--- src/rtl/traffic_pkg.sv ---
// Shared types and helpers for the demand-actuated intersection phase scheduler.
package traffic_pkg;

    typedef enum logic [1:0] {
        DIR_N = 2'd0,
        DIR_S = 2'd1,
        DIR_E = 2'd2,
        DIR_W = 2'd3
    } dir_t;

    typedef enum logic [1:0] {
        RED    = 2'b00,
        YELLOW = 2'b01,
        GREEN  = 2'b10
    } light_t;

    typedef enum logic [1:0] {
        IDLE,
        GREEN_PH,
        YELLOW_PH,
        ALLRED_PH
    } phase_t;

    function automatic logic [3:0] dir_onehot(input dir_t d);
        return 4'b0001 << d;
    endfunction

    function automatic dir_t onehot_to_dir(input logic [3:0] oh);
        dir_t d;
        d = DIR_N;
        for (int k = 0; k < 4; k++) begin
            if (oh[k]) d = dir_t'(2'(k));
        end
        return d;
    endfunction

endpackage

--- src/rtl/traffic_phase_scheduler_rr_arbiter4.sv ---
// Combinational round-robin picker: first requesting approach strictly after `last`, wrapping to `last` itself.
module rr_arbiter4
    import traffic_pkg::*;
(
    input  logic [3:0] req,
    input  dir_t       last,
    output logic [3:0] gnt,
    output logic       valid
);

    logic [1:0] idx;
    logic       found;

    always_comb begin
        gnt   = 4'b0000;
        found = 1'b0;
        idx   = 2'd0;
        for (int k = 1; k <= 4; k++) begin
            idx = 2'(int'(last) + k);
            if (!found && req[idx]) begin
                gnt[idx] = 1'b1;
                found    = 1'b1;
            end
        end
        valid = found;
    end

endmodule

--- src/rtl/traffic_phase_scheduler.sv ---
// Demand-actuated 4-way phase scheduler with min/max green, yellow and all-red timed on tick_en.
// Optional emergency pre-emption is compiled in with the EMERGENCY_PREEMPT_EN macro.
module traffic_phase_scheduler
    import traffic_pkg::*;
#(
    parameter int CNT_W     = 4,
    parameter int GREEN_MIN = 4,
    parameter int GREEN_MAX = 12,
    parameter int YELLOW_T  = 3,
    parameter int ALLRED_T  = 1
) (
    input  logic       clk,
    input  logic       rst,
    input  logic       tick_en,
    input  logic [3:0] req,
`ifdef EMERGENCY_PREEMPT_EN
    input  logic       preempt,
    input  logic [1:0] preempt_dir,
`endif
    output logic [1:0] n_lights,
    output logic [1:0] s_lights,
    output logic [1:0] e_lights,
    output logic [1:0] w_lights,
    output logic [3:0] grant,
    output logic [3:0] pending
);

    localparam int TMAX_INT = (1 << CNT_W) - 1;
    localparam logic [CNT_W-1:0] TIMER_MAX  = '1;
    localparam logic [CNT_W-1:0] YEL_LAST   = CNT_W'(YELLOW_T - 1);
    localparam logic [CNT_W-1:0] AR_LAST    = CNT_W'(ALLRED_T - 1);
    localparam logic [CNT_W:0]   MIN_TICKS  = (CNT_W+1)'(GREEN_MIN);
    localparam logic [CNT_W:0]   MAX_TICKS  = (CNT_W+1)'(GREEN_MAX);

    if (GREEN_MIN < 1 || GREEN_MIN > TMAX_INT) begin : g_chk_min
        $error("GREEN_MIN out of range");
    end
    if (GREEN_MAX < GREEN_MIN || GREEN_MAX > TMAX_INT) begin : g_chk_max
        $error("GREEN_MAX out of range");
    end
    if (YELLOW_T < 1 || YELLOW_T > TMAX_INT) begin : g_chk_yel
        $error("YELLOW_T out of range");
    end
    if (ALLRED_T < 1 || ALLRED_T > TMAX_INT) begin : g_chk_ar
        $error("ALLRED_T out of range");
    end

    logic pre_act;
    dir_t pre_dir;
`ifdef EMERGENCY_PREEMPT_EN
    assign pre_act = preempt;
    assign pre_dir = dir_t'(preempt_dir);
`else
    assign pre_act = 1'b0;
    assign pre_dir = DIR_N;
`endif

    phase_t           state_q, state_d;
    logic [CNT_W-1:0] timer_q, timer_d, timer_inc;
    dir_t             last_q, last_d;
    logic [3:0]       grant_q, grant_d;
    logic [3:0]       pending_q, pending_d;
    logic [3:0][1:0]  lights_q, lights_d;

    logic [3:0]       rr_gnt, green_gnt, others;
    logic             rr_valid, enter_green, min_done, max_done, own_preempt;
    logic [CNT_W:0]   elapsed;

    rr_arbiter4 u_arb (
        .req   (pending_q),
        .last  (last_q),
        .gnt   (rr_gnt),
        .valid (rr_valid)
    );

    // elapsed counts the tick landing on this edge, so an N-tick phase exits at count N-1 with tick_en.
    assign timer_inc   = (tick_en && timer_q != TIMER_MAX) ? timer_q + 1'b1 : timer_q;
    assign elapsed     = {1'b0, timer_q} + (CNT_W+1)'(tick_en);
    assign others      = pending_q & ~grant_q;
    assign min_done    = elapsed >= MIN_TICKS;
    assign max_done    = elapsed >= MAX_TICKS;
    assign own_preempt = pre_act && (grant_q == dir_onehot(pre_dir));
    assign green_gnt   = pre_act ? dir_onehot(pre_dir) : rr_gnt;

    always_comb begin
        state_d     = state_q;
        timer_d     = timer_inc;
        last_d      = last_q;
        grant_d     = grant_q;
        enter_green = 1'b0;
        case (state_q)
            IDLE: begin
                timer_d = '0;
                if (pre_act || rr_valid) enter_green = 1'b1;
            end
            GREEN_PH: begin
                if (!own_preempt &&
                    (pre_act || (others != 4'b0000 && (min_done || max_done)))) begin
                    state_d = YELLOW_PH;
                    timer_d = '0;
                end
            end
            YELLOW_PH: begin
                if (tick_en && timer_q == YEL_LAST) begin
                    state_d = ALLRED_PH;
                    timer_d = '0;
                    grant_d = 4'b0000;
                end
            end
            ALLRED_PH: begin
                if (tick_en && timer_q == AR_LAST) begin
                    if (pre_act || rr_valid) begin
                        enter_green = 1'b1;
                    end else begin
                        state_d = IDLE;
                        timer_d = '0;
                    end
                end
            end
            default: begin
                state_d = IDLE;
                timer_d = '0;
                grant_d = 4'b0000;
            end
        endcase
        if (enter_green) begin
            state_d = GREEN_PH;
            timer_d = '0;
            grant_d = green_gnt;
            last_d  = onehot_to_dir(green_gnt);
        end
        // A grant on this edge beats a simultaneous new request for the same approach.
        pending_d = (pending_q | (req & ~grant_q)) & ~(enter_green ? green_gnt : 4'b0000);
    end

    for (genvar gi = 0; gi < 4; gi++) begin : g_lights
        assign lights_d[gi] = !grant_d[gi]            ? RED   :
                              (state_d == GREEN_PH)   ? GREEN : YELLOW;
    end

    always_ff @(posedge clk or negedge rst) begin
        if (!rst) begin
            state_q   <= IDLE;
            timer_q   <= '0;
            last_q    <= DIR_W;
            grant_q   <= 4'b0000;
            pending_q <= 4'b0000;
            lights_q  <= '0;
        end else begin
            state_q   <= state_d;
            timer_q   <= timer_d;
            last_q    <= last_d;
            grant_q   <= grant_d;
            pending_q <= pending_d;
            lights_q  <= lights_d;
        end
    end

    assign n_lights = lights_q[0];
    assign s_lights = lights_q[1];
    assign e_lights = lights_q[2];
    assign w_lights = lights_q[3];
    assign grant    = grant_q;
    assign pending  = pending_q;

endmodule

--- config.mk ---
export PLATFORM = sky130hd
export DESIGN_NAME = traffic_phase_scheduler
export DESIGN_NICKNAME = d
export VERILOG_FILES = /design/src/rtl/traffic_pkg.sv /design/src/rtl/traffic_phase_scheduler_rr_arbiter4.sv /design/src/rtl/traffic_phase_scheduler.sv
export SDC_FILE = /design/constraint.sdc
export NUM_CORES = 1
export LEC_CHECK = 0
export ABC_AREA = 1
export CAP_MARGIN = 10
export CORE_ASPECT_RATIO = 0.75
export CORE_MARGIN = 2
export CORE_UTILIZATION = 43
export DETAILED_ROUTE_END_ITERATION = 16
export PLACE_DENSITY_LB_ADDON = 0.15
export SYNTH_ARGS = -nofsm -noshare
export SYNTH_HDL_FRONTEND = slang
export SYNTH_SLANG_ARGS = --single-unit
--- constraint.sdc ---
create_clock -name clk -period 2.41 [get_ports clk]
set_clock_uncertainty 0.1 [all_clocks]
set_input_delay 0.482 -clock clk [delete_from_list [all_inputs] [get_ports clk]]
set_output_delay 0.482 -clock clk [all_outputs]
set_load 0.02 [all_outputs]
# After elaboration in Yosys (flattened, before gate mapping)
# Index checks and enable logic that the tools add are counted.
[word_totals] regBits=24 latchBits=0 ram_bits=0 mem_bits_ro=0 inputBits=7 n_memories=0
[op_classes] add_sub_neg=6 n_mul=0 n_div=0 order_cmp=10 eq_ne=6 shifts=0 mux=52 n_bitwise=9 reduce_logical=18
[ops] op="$mux W4" n=14
[ops] op="$mux W2" n=12
[ops] op="$or A4 B4 Y4" n=4
[ops] op="$pmux W4 S4" n=1
[ops] op="$mux W1" n=15
[ops] op="$and A4 B4 Y4" n=3
[ops] op="$lt A2 B3 Y1 const B" n=4
[ops] op="$logic_and A1 B1 Y1" n=11
[ops] op="$bmux W1 S2" n=4
[ops] op="$demux W1 S2" n=4
[ops] op="$ge A2 B1 Y1 const B" n=4
[ops] op="$not A4 Y4" n=2
[ops] op="$pmux W2 S3" n=1
[ops] op="$add A4 B1 Y5" n=1
[ops] op="$ge A5 B3 Y1 const B" n=1
[ops] op="$ge A5 B4 Y1 const B" n=1
[ops] op="$add A2 B1 Y2 const B" n=2
[ops] op="$add A2 B2 Y2 const B" n=2
[ops] op="$add A4 B1 Y4 const B" n=1
[ops] op="$eq A2 B1 Y1 const B" n=2
[ops] op="$eq A2 B2 Y1 const B" n=2
[ops] op="$eq A4 B2 Y1 const B" n=1
[ops] op="$logic_not A4 Y1" n=1
[ops] op="$ne A4 B4 Y1 const B" n=1
[ops] op="other kinds (5)" n=7

# Depth between registers and ports, before layout
# Gate-level depths: netlist of run 1.
[depth] word_depth=20 mapped_depth=14 ltp_nobuf=14

# By module
# Synthesis of run 1 repeated with hierarchy kept, for this count alone.
[hier_totals] hier_cells=231 hier_area_um2=1808.0
[modules_own_cells] mod="traffic_phase_scheduler" instances=1 cells_each=151 area_per_inst_um2=1356.3 seq_area_each_um2=603.1
[modules_own_cells] mod="rr_arbiter4" instances=1 cells_each=80 area_per_inst_um2=451.7 seq_area_each_um2=0.0

# Worst setup path after synthesis of run 1
# OpenSTA, ideal clock, no wires.
[synth_timing] path_kind="reg-to-reg" from="register last_q[0]" to="register lights_q, in the netlist e_lights[1]" setup_ns=0.121 arrival_ns=2.075 t_required_ns=2.189 path_slack_ns=0.114 stages_incl_launch_ff=14 path_buffers=1 synth_period_minus_slack_ns=2.296 cell_sequence="dfstp_2 > inv_2 > ha_1 > inv_1 > nand3_4 > nand2_4 > nand2_4 > nor2_8 > nand2_2 > nand2_2 > inv_2 > buf_6 > a21oi_2 > nor2_1"
[synth_lines] element="start: declaration" line="traffic_phase_scheduler.sv:60" source="dir_t last_q, last_d;"
[synth_lines] element="start signal: assignment" line="traffic_phase_scheduler.sv:152" source="last_q <= last_d;"
[synth_lines] element="end signal: assignment" line="traffic_phase_scheduler.sv:155" source="lights_q <= lights_d;"
[synth_lines] element="end: declaration" line="traffic_phase_scheduler.sv:63" source="logic [3:0][1:0] lights_q, lights_d;"

==> results.py, run 1 <==
metrics = {
    "clock_network": {
        "tritoncts": "built",
        "clockRootBuffer": "clkbuf_8",
        "clkSinkCount": 24,
        "clk_pin_slew_worst_paths_ns": 0.09,
        "htree_levels": 1,
        "clock_latency_ns": 0.27,
        "hold_buffers": 0,
        "cts_resized": 0,
        "clockBufferDepth": 2,
        "cts_buffers": 3,
        "post_cts_buffers": 0,
    },
    "route": {
        "first_pass_iters": 4,
        "vias_per_cell": 4.77,
        "routed_wirelength_mm": 3.65,
        "vias": 1441,
        "wl_per_cell_um": 12.1,
        "ant_nets": 0,
        "drt_iter0_markers": 125,
        "drc": 0,
    },
    "layout": {
        "n_antenna_cell": 0,
        "syn_to_final_growth_pct": 27.7,
        "seq_area_um2": 603,
        "drive_above_1_share": 0.152,
        "fin_util": 0.574,
        "finalInstanceArea_um2": 2100,
        "fin_nets": 275,
        "nFillCells": 338,
        "final_common_cell": "nand2_1",
        "multi_input_area_um2": 942,
        "most-common-layout-cells": "nand2_1 (48), inv_1 (27), nand3_1 (25)",
    },
    "logic_synthesis": {
        "synth_area_um2": 1650,
        "ys_ff_latch": 24,
        "yosysWarnings": 0,
        "synth_nets": 238,
        "synth_cells": 214,
        "synth_cell_type_count": 22,
        "seq_area_frac_synth": 0.367,
        "syn_avg_cell_area_um2": 7.69,
    },
    "hold_path": {
        "min_path_type": "input port to async pin",
    },
    "sta": {
        "finalSetupViolations": 0,
        "postLayoutSetupSlackWorst_ns": 0.229,
        "rsz0062_at_grt": "false",
        "finalMaxSlewViolations": 0,
        "setup_tns_ns": 0,
        "finalCritPeriodShare": 0.905,
        "slew_headroom": 0.638,
        "finalCriticalPeriod_ns": 2.18,
        "worstMarginPinSlew_ns": 0.538,
        "finalHoldViolations": 0,
        "max_freq_mhz": 459,
    },
    "grt": {
        "antenna_found_initial": 0,
        "grt_pass1_vias": 1285,
        "grt_use_total": 0.177,
        "grt_pass1_wl_mm": 5.87,
        "overflow": 0,
        "grt_max_degree": 25,
    },
    "placed_design": {
        "io_buffers": 22,
        "dpl_worst_slack_ns": -0.0151,
        "dpl_cell_area_um2": 2000,
        "place_congestion": 0.842,
        "place.detailed.hpwl_mm": 2.83,
    },
    "pwr": {
        "fin_total_pwr_mw": 3.08,
        "power.density_nw_per_um2": 1470,
        "ir_worst_vdd_mv": 0.796,
        "p_leak_nw": 1.07,
    },
    "flow_run": {
        "cap_violations": 0,
    },
    "critical_path": {
        "cp.required_ns": 2.47,
        "crit_fanout": 10,
        "arrival_ns": 2.24,
        "start_kind": "flop",
        "critPathKind": "flop to flop",
        "end_kind": "flop",
    },
    "floorplanning": {
        "start_util": 0.449,
        "chipWidth_um": 75.4,
        "rows": 19,
        "io_pins": 23,
        "die_area_um2": 4340,
        "core_area_um2": 3660,
        "fp.dieH_um": 57.6,
    },
    "run_status": {
        "outcome": "complete, no violations",
    },
}
sequential cells by signal, summed over array words and instances, names as in the netlist:
name,count
s_lights,2
e_lights,2
state_q,2
grant,4
w_lights,2
timer_q,4
last_q,2
n_lights,2
pending,4
synth_stat cells:
master / instances / share of area
dfrtp_1: 22 / 0.33
a21oi_2: 2 / 0.011
nor2_8: 1 / 0.012
nor2_2: 1 / 0.0038
dfstp_2: 2 / 0.032
nand2_2: 6 / 0.023
o21ai_0: 4 / 0.012
nor4_1: 1 / 0.0038
nand4_1: 4 / 0.015
xor2_1: 2 / 0.011
inv_1: 28 / 0.064
a22oi_1: 1 / 0.0046
nand3_1: 26 / 0.079
nand3_4: 2 / 0.021
o21ai_1: 1 / 0.0030
inv_2: 3 / 0.0068
nand2_4: 2 / 0.014
a21oi_1: 17 / 0.052
nand2_1: 49 / 0.11
buf_6: 1 / 0.0068
nor2_1: 22 / 0.050
ha_1: 17 / 0.13
critical path: stages (launching register included):
cell and delay [ns]:
dfstp_2 0.54, inv_2 0.05, ha_4 0.25, inv_2 0.07, nand3_4 0.10, nand2_4 0.12
nand2_4 0.07, nor2_8 0.13, nand2_2 0.07, nand2_2 0.07, inv_2 0.09, buf_4 0.16
a21oi_4 0.17, nor2_1 0.07
power by group:
group	switching [mW]	total (mW)	internal, mW
Combinational	1.28	2.05	0.768
Clock	0.129	0.351	0.222
Sequential	0.120	0.677	0.557
stage by stage:
stage                     hold WS (ns)  cells
after floorplan                 0.0864    214
after global placement           0.509    298
after detailed placement         0.510    298
after CTS                        0.471    302
after global routing             0.485    302
final                            0.459    302
cells by family after synthesis:
family	count (synthesis)	synth area share
compound gates	25	0.0821
buf+inv	32	0.0776
xor+xnor	2	0.0106
simple gates	114	0.334
flops	24	0.367
fa+ha+maj	17	0.129
per-layer routing:
metal / global-route usage / vias to the layer above / routed length, um
met1: 0.300 / 658 / 2020
met5: 0 / - / 0
met4: 0.0376 / 0 / 40
met3: 0.0265 / 4 / 121
li1: - / 754 / -
met2: 0.235 / 25 / 1470
cell type report:
type,count,share of cell area
Inverter,31,0.0554
Timing Repair Buffer,33,0.144
Clock buffer,3,0.0197
Multi-Input combinational cell,158,0.448
Tap cell,52,0.0310
Clock inverter,1,0.0143
Sequential cell,24,0.287
final timing paths:
path / from / to / slack [ns] / cells past startpoint
worst max-delay path: last_q[0] / e_lights[1] / 0.23 / 13
worst min-delay path: rst / grant[0] / 0.46 / 2
worst max register to register: last_q[0] / e_lights[1] / 0.23 / 13
worst min register to register: grant[2] / pending[2] / 0.53 / 3
max in group asynchronous: rst / last_q[1] / 1.47 / 2
min in group clk: grant[2] / pending[2] / 0.53 / 3
No activity file was read; power rests on OpenSTA's default activity.
==> run 2: changes to the inputs <==
Settings changed: CORE_ASPECT_RATIO 0.75 to default.
==> run 2 against run 1 <==
  * Cell count shrank 0.66%
  * Critical path depth shrank 1
  * Register-to-register slack lost 0.08 ns
  * Maximum frequency shrank 3.4%
  * Critical path type unchanged
  * Core utilization shrank 0.62 points
  * First-iteration DRC count shrank 45%
  * Cell area shrank 1.1%
  * Combinational power is essentially flat
  * Highest routed layer unchanged
  * Wire length shrank 2.9%
  * Die area shrank 0.12%
  * Largest power group unchanged
  * Global-route usage grew 0.68 points
  * Worst hold slack lost 0.045 ns
==> results.py, run 2 (same netlist as run 1, synthesis figures left out) <==
metrics = {
    "placed_design": {
        "dpl_worst_slack_ns": -0.0579,
        "io_buffers": 22,
        "place.detailed.hpwl_mm": 2.85,
        "place_congestion": 0.920,
        "dp.cells": 296,
    },
    "critical_path": {
        "crit_fanout": 11,
        "critical-path-max-stage-delay_ns": 0.54,
        "cp.required_ns": 2.46,
        "critPathKind": "flop to flop",
        "path_buf_inv": 4,
        "end_kind": "flop",
        "crit_slowest_cell": "dfstp_2",
        "arrival_ns": 2.30,
        "crit_chain": "inv_1 -> ha_2 -> inv_2 -> nand2_1 -> nand2_1 -> nor2_8 -> nand2_2 -> nand2_2 -> inv_4 -> buf_4 -> a21oi_2 -> a21oi_1",
        "start_kind": "flop",
        "path_delay_family": "flip-flops",
    },
    "clock_network": {
        "cts_buffers": 3,
        "clockRootBuffer": "clkbuf_8",
        "hold_buffers": 0,
        "clkSinkCount": 24,
        "clock_latency_ns": 0.27,
        "post_cts_buffers": 0,
        "clk_pin_slew_worst_paths_ns": 0.09,
        "cts_resized": 0,
        "htree_levels": 1,
        "tritoncts": "built",
        "clockBufferDepth": 2,
    },
    "floorplanning": {
        "rows": 22,
        "core_area_um2": 3660,
        "die_area_um2": 4340,
        "chipWidth_um": 65.9,
        "fp.dieH_um": 65.9,
        "io_pins": 23,
        "start_util": 0.449,
    },
    "route": {
        "vias_per_cell": 4.81,
        "first_pass_iters": 4,
        "vias": 1443,
        "ant_nets": 0,
        "drt_iter0_markers": 69,
        "drc": 0,
        "wl_per_cell_um": 11.8,
        "routed_wirelength_mm": 3.55,
    },
    "grt": {
        "grt_use_total": 0.184,
        "grt_pass1_wl_mm": 6.16,
        "grt_max_degree": 16,
        "grt_pass1_vias": 1319,
        "antenna_found_initial": 0,
        "overflow": 0,
    },
    "pwr": {
        "swShare": 0.505,
        "comb_power_share": 0.679,
        "power_frac_clock": 0.091,
        "ir_worst_vdd_mv": 0.770,
        "power.switching_mw": 1.50,
        "pwr-share-seq": 0.230,
        "p_int_mw": 1.47,
        "power.density_nw_per_um2": 1430,
        "p_leak_nw": 1.07,
    },
    "sta": {
        "setup_tns_ns": 0,
        "finalMaxSlewViolations": 0,
        "rsz0062_at_grt": "false",
        "finalHoldViolations": 0,
        "finalSetupViolations": 0,
        "max_freq_mhz": 443,
        "finalCriticalPeriod_ns": 2.26,
        "worstMarginPinSlew_ns": 0.494,
        "slew_headroom": 0.667,
        "hold_slack_ns": 0.414,
        "postLayoutSetupSlackWorst_ns": 0.152,
        "finalCritPeriodShare": 0.937,
    },
    "layout": {
        "fin_nets": 277,
        "drive_above_1_share": 0.159,
        "final_cell_count_no_fill": 300,
        "fin_util": 0.568,
        "most-common-layout-cells": "nand2_1 (48), inv_1 (27), nand3_1 (26)",
        "final_common_cell": "nand2_1",
        "syn_to_final_growth_pct": 26.3,
        "n_antenna_cell": 0,
    },
    "hold_path": {
        "min_path_type": "input port to async pin",
    },
    "flow_run": {
        "cap_violations": 0,
    },
    "run_status": {
        "outcome": "complete, no violations",
    },
}
[run 2: cell types whose count changed in the layout (fill, tap and decap cells not counted), sizes merged]
cell / delta
buf: +2
clkbuf: +1
bufinv: -1
[run 2: power by group through the flow]
| stage | logic [mW] | clock network [mW] | registers [mW] |
|---|---|---|---|
| finish | 2.02 | 0.270 | 0.682 |
| global route | 2.27 | 0.292 | 0.702 |
| CTS | 1.99 | 0.272 | 0.682 |
| detailed placement | 1.98 | 0 | 0.686 |
| global placement | 1.98 | 0 | 0.692 |
| floorplan | 1.24 | 0 | 0.788 |
[run 2: worst register-to-register path, stage by stage (launching register included)]
cell,delay (ns)
dfstp_2,0.54
inv_1,0.05
ha_2,0.37
inv_2,0.06
nand2_1,0.06
nand2_1,0.14
nor2_8,0.18
nand2_2,0.08
nand2_2,0.09
inv_4,0.07
buf_4,0.14
a21oi_2,0.19
a21oi_1,0.07
[run 2: final cells by class]
class                           instances  area, um2
Tap cell                               48       60.1
Timing Repair Buffer                   35        318
Clock buffer                            4       55.1
Fill cell                             351       1580
Sequential cell                        24        603
Multi-Input combinational cell        158        923
Inverter                               31        119
[run 2: per-stage QoR]
step | total power [mW] | cell area, um2
2_1_floorplan | 2.03 | 1650
3_3_place_gp | 2.67 | 2010
3_5_place_dp | 2.67 | 2010
4_1_cts | 2.94 | 2070
5_1_grt | 3.26 | 2080
6_report | 2.97 | 2080
[run 2: per-layer routing]
layer	routed length (um)	global-route usage
met1	1760	0.270
met2	1660	0.293
met3	91	0.0221
met4	35	0.0391
met5	0	0
[run 2: worst paths after layout]
path	startpoint	end	slack [ns]	cells past startpoint
hold reg to reg	pending[2]	pending[2]	0.53	2
setup reg to reg	last_q[1]	s_lights[0]	0.15	12
hold / removal	rst	grant[3]	0.41	1
max in group asynchronous	rst	n_lights[0]	1.24	2
min in group clk	pending[2]	pending[2]	0.53	2
setup / recovery	last_q[1]	s_lights[0]	0.15	12
